[src/rtl/y_seq_detector_pkg.sv]
// Shared constants, helpers and types for the y-stream pattern detector.
package y_seq_pkg;

    localparam int             DEFAULT_PAT_LEN = 4;
    localparam logic [3:0]     DEFAULT_PATTERN = 4'b1011;
    localparam int             DEFAULT_COUNT_W = 8;

    // Width needed to hold a fill count from 0 up to and including pat_len.
    function automatic int fill_w(input int pat_len);
        return $clog2(pat_len + 1);
    endfunction

    // Coarse control state of the history buffer: still filling, or holding
    // a full window of PAT_LEN accepted bits.
    typedef enum logic {
        FILLING = 1'b0,
        PRIMED  = 1'b1
    } fill_state_t;

endpackage

[src/rtl/y_seq_detector_sat_counter.sv]
// Saturating event counter with a sticky "reached all-ones" flag.
module sat_counter #(
    parameter int W = 8
) (
    input  logic         clk,
    input  logic         reset,
    input  logic         clr,
    input  logic         inc,
    output logic [W-1:0] count,
    output logic         sat
);

    localparam logic [W-1:0] COUNT_MAX = {W{1'b1}};

    logic [W-1:0] count_next;
    logic         sat_next;

    // Next count: clear wins, otherwise step unless already at the ceiling;
    // the flag latches the moment the count lands on all-ones.
    always_comb begin
        count_next = count;
        sat_next   = sat;
        if (clr) begin
            count_next = '0;
            sat_next   = 1'b0;
        end else begin
            if (inc && (count != COUNT_MAX)) begin
                count_next = count + 1'b1;
            end
            if (count_next == COUNT_MAX) begin
                sat_next = 1'b1;
            end
        end
    end

    // Count and flag registers with synchronous reset.
    always_ff @(posedge clk) begin
        if (reset) begin
            count <= '0;
            sat   <= 1'b0;
        end else begin
            count <= count_next;
            sat   <= sat_next;
        end
    end

endmodule

[src/rtl/y_seq_detector.sv]
// Serial pattern detector on the structural_model y stream: shifts in
// qualified bits, flags overlapping matches one cycle after the completing
// bit, and counts them with a saturating counter.
module y_seq_detector
    import y_seq_pkg::*;
#(
    parameter int                 PAT_LEN = DEFAULT_PAT_LEN,
    parameter logic [PAT_LEN-1:0] PATTERN = DEFAULT_PATTERN,
    parameter int                 COUNT_W = DEFAULT_COUNT_W
) (
    input  logic               clk,
    input  logic               reset,
    input  logic               bit_in,
    input  logic               bit_valid,
    input  logic               clear,
    output logic               match,
    output logic [COUNT_W-1:0] match_count,
    output logic               count_sat,
    output logic               primed
);

    localparam int            FW       = fill_w(PAT_LEN);
    localparam logic [FW-1:0] FILL_MAX = FW'(PAT_LEN);

    logic [PAT_LEN-1:0] history;
    logic [PAT_LEN-1:0] history_next;
    logic [FW-1:0]      fill;
    logic [FW-1:0]      fill_next;
    fill_state_t        state;
    fill_state_t        state_next;
    logic               match_next;

    // Next history, fill level, control state and match decision. The
    // match is judged on the freshly shifted window and only once the
    // accepting bit brings the fill up to a full window, so zero padding
    // left over from reset can never fake a match. Nothing here looks at
    // bit_in unless bit_valid is set, which keeps an undriven y contained.
    always_comb begin
        history_next = history;
        fill_next    = fill;
        state_next   = state;
        match_next   = 1'b0;
        if (clear) begin
            history_next = '0;
            fill_next    = '0;
            state_next   = FILLING;
        end else if (bit_valid) begin
            history_next = {history[PAT_LEN-2:0], bit_in};
            if (fill != FILL_MAX) begin
                fill_next = fill + 1'b1;
            end
            if (fill_next == FILL_MAX) begin
                state_next = PRIMED;
            end
            match_next = (history_next == PATTERN) && (fill >= (FILL_MAX - 1'b1));
        end
    end

    // State registers; reset overrides everything else.
    always_ff @(posedge clk) begin
        if (reset) begin
            history <= '0;
            fill    <= '0;
            state   <= FILLING;
            match   <= 1'b0;
        end else begin
            history <= history_next;
            fill    <= fill_next;
            state   <= state_next;
            match   <= match_next;
        end
    end

    assign primed = (state == PRIMED);

    sat_counter #(
        .W(COUNT_W)
    ) u_counter (
        .clk   (clk),
        .reset (reset),
        .clr   (clear),
        .inc   (match_next),
        .count (match_count),
        .sat   (count_sat)
    );

endmodule

[config.mk]
export PLATFORM = sky130hd
export DESIGN_NAME = y_seq_detector
export DESIGN_NICKNAME = d
export VERILOG_FILES = /design/src/rtl/y_seq_detector_pkg.sv /design/src/rtl/y_seq_detector_sat_counter.sv /design/src/rtl/y_seq_detector.sv
export SDC_FILE = /design/constraint.sdc
export NUM_CORES = 1
export LEC_CHECK = 0
export CAP_MARGIN = 30
export CORE_UTILIZATION = 49
export CTS_BUF_LIST = sky130_fd_sc_hd__clkbuf_16
export CTS_CLUSTER_SIZE = 40
export DETAILED_ROUTE_END_ITERATION = 8
export HOLD_SLACK_MARGIN = 0.02
export PLACE_DENSITY = 0.76
export SYNTH_ARGS = -nofsm -noshare
export SYNTH_HDL_FRONTEND = slang
export SYNTH_SLANG_ARGS = --single-unit
[constraint.sdc]
create_clock -name clk -period 2.7 [get_ports clk]
set_input_delay 0.54 -clock clk [delete_from_list [all_inputs] [get_ports clk]]
set_output_delay 0.54 -clock clk [all_outputs]
set_load 0.02 [all_outputs]
==> impl_results.md <==
* Status: finished with violations
* Failing checks: DRC
* # resized after CTS at 0
* Post-synth top area share at 39.7%
* Root Buffer: clkbuf_16
* 1st-pass router iterations at 6
* DP Area at 0.00102 sq mm
* Critical hold path startpoint: u_counter.sat$_SDFFE_PP0N_
* WL/cell at 12.7 um
* Synth Register Bits at 17
* Max-cap viol count at 0
* Lkg Pwr at 0.415 nW
* Clock slew at reported path FFs at 50 ps
* Area leader, netlist: dfxtp_1
* Core area at 0.00158 sq mm
* Design Area, Final at 0.00110 sq mm
* Initial antenna violation count at 0
* Area growth, synth to finish at 28.3%
* HP Class: reg -> reg
* Num CTS Buffers at 3
* Endpoints failing setup at 0
* Delay-heaviest family, CP: compound AO/OA/AOI/OAI gates
* Clock Power Share at 51.2%
* Nets@finish at 124
* Critical path class: in -> reg
* Power Density at 518 mW/mm^2
* First-pass GRT wire length at 2750 um
* Prevailing post-synth register cell: dfxtp_1
* P_int at 0.000463 W
* Fraction of layout cells with a size suffix above 1 at 8.77%
* Hpwl dp at 1220 um
* DR vias at 663
* Avg Inst Size Synth at 8.85 sq um
* Drt drc at 3
* Gp weighted congestion at 0.821
* Startpoint Class: primary input
* Fmax at 0.433 GHz
* Setup crit end kind: flop
* Slew @ Worst Pin at 421 ps
* WP data required at 2860 ps
* Seq pwr share at 44.7%
* Fin. max-slew vios at 0
* Synth warnings at 0
* Hold buffer count at cts at 0
* Largest net degree at the start of global routing at 15
* Clock Path Buffers at 2
* CTS tree: built
* Reg2reg setup slack at 580 ps
* Net Count, Synth at 106
* Port bufs at 15
* Switching power at 0.000108 W
* Synth cell types at 27
* Fin crit period at 2310 ps
* Die width at 43.9 um
* EDFF count, synth at 0
* Die Area at 0.00192 sq mm
* Worst Path Arrival at 2470 ps
* Grt total ovfl at 0
* Final setup skew at 3.18 ps
* H-tree depth at 1
* RSZ-0062 raised after global routing: no
* Global Route Usage Sum at 19.5%
* Critical path, cell by cell: clkdlybuf4s50_1, and4bb_1, nand4_4, a31oi_4, nand3b_1, a2111o_1, o31ai_1
* Antenna-violating nets left at 0
* Final WL at 1650 um
* Clock sink count at 17
* Clk_lat worst skew at 250 ps
* N_diodes at 0
* Worst r2r src: fill[1]$_SDFFE_PP0P_
* Post-CTS setup buffer count at 0
* Max incr delay on CP at 430 ps
* Vias per Instance at 5.10
* Top cells by count, synth: dfxtp_1, nor2_1, nand2_1
* PnR worst setup slack at 388 ps
* Vias in the first global route at 656
* Starting Density at 54.4%
* Logic pwr share at 4.1%
* Hold Vio Cnt, Final at 0
* Post-Syn Area at 858 sq um
* Ranking of synthesized cells by area: dfxtp_1, mux2i_1, nor2_1, ha_1, nand2_1
* Die Ht at 43.9 um
* Slew margin rel. at 71.7%
* Io pins at 16
* Final worst-path cycle share at 85.6%
* Pre-CTS setup slack at 129 ps
* Largest vdd supply drop at 360 uV
* Initial DRC count at 16
* CP Launch Point: clear
* Critical Path Fanout Max at 6
* Setup TNS at 0 ps
* Sequential fraction of the synthesis area at 39.7%
* Async SR Flop Fraction at 0%
* Buf/Inv on CP at 1
* Slowest cell on the critical path: clkdlybuf4s50_1
* Rows at 14
* Fill count at 143
* Sw Ratio at 18.9%
* Post-Syn Instances at 97
## layout make-up
cell class	instances	area (sq um)	share of cell area [%]
Clock buffer	3	75.1	6.82
Clock inverter	1	5.00	0.455
Inverter	8	30.0	2.73
Multi-Input combinational cell	69	473	43.0
Sequential cell	17	340	30.9
Tap cell	16	20.0	1.82
Timing Repair Buffer	16	158	14.3
## routing by layer
layer	global-route usage [%]	part of all wire (%)	wire [um]
met5	0	0	0
met4	7.27	1.5	25
met3	3.75	3.3	54
met2	29.6	41	681
met1	27.4	54	883
## through the flow
step	instances	utilization [%]	power, W	hold slack (ps)
floorplan	97	-	0.000275	452
global placement	126	64.8	0.000283	442
detailed placement	126	64.8	0.000284	453
CTS	130	69.8	0.000574	462
global route	130	69.8	0.000590	496
finish	130	69.8	0.000571	457
## state kept, by name, summed over array words and instances, names as in the netlist
| register | flops |
|---|---|
| fill | 3 |
| history | 3 |
| match | 1 |
| primed | 1 |
| u_counter.count | 8 |
| u_counter.sat | 1 |
## power by group through the flow
stage | sequential (W) | clock (W) | combinational [W]
after floorplan | 0.000260 | 0 | 0.0000150
after global placement | 0.000260 | 0 | 0.0000231
after detailed placement | 0.000260 | 0 | 0.0000238
after CTS | 0.000255 | 0.000295 | 0.0000238
after global routing | 0.000255 | 0.000309 | 0.0000263
final | 0.000255 | 0.000292 | 0.0000236
## final timing paths
kind | to | cells after the start
setup / recovery | u_counter.sat$_SDFFE_PP0N_ | 7
hold / removal | u_counter.sat$_SDFFE_PP0N_ | 2
setup reg to reg | u_counter.sat$_SDFFE_PP0N_ | 8
hold reg to reg | u_counter.sat$_SDFFE_PP0N_ | 2
## kinds of logic (layout without fill, tap and decap cells)
kind of cell | count (synthesis) | in the layout | share of synthesized area, %
buffers and inverters | 11 | 28 | 5.25
AOI/OAI and AO/OA | 9 | 9 | 8.75
and+or+nand+nor | 43 | 43 | 26.2
DFF | 17 | 17 | 39.7
muxes | 7 | 7 | 8.16
xor gates and xnor gates | 6 | 6 | 6.12
adders and majority gates | 4 | 4 | 5.83
## worst register-to-register path: stages (launching register included)
cell      delay [ps]
dfxtp_1          400
ha_1             180
ha_1             140
a211o_1          150
nand4_4          160
a31oi_4          270
nand3b_1         100
a2111o_1         410
o31ai_1          230
## cells in the final DEF, fill, tap and decap left out
cell,n
a2111o_1,1
nor3_1,1
clkinv_2,1
clkbuf_16,3
xnor2_1,2
or2_2,2
mux2i_1,7
and3_1,1
nand4_4,1
a211o_1,1
a21oi_1,2
nand3b_1,3
inv_1,8
a31oi_4,1
a31oi_1,1
nand2_1,12
dfxtp_1,17
nor2_1,17
ha_1,4
nand2b_1,1
o21ai_0,2
buf_4,1
xor2_1,4
clkdlybuf4s50_1,15
and2_4,1
and4_1,1
and4bb_1,1
o31ai_1,1
nand4_1,2
(Power assumes the default switching activity.)
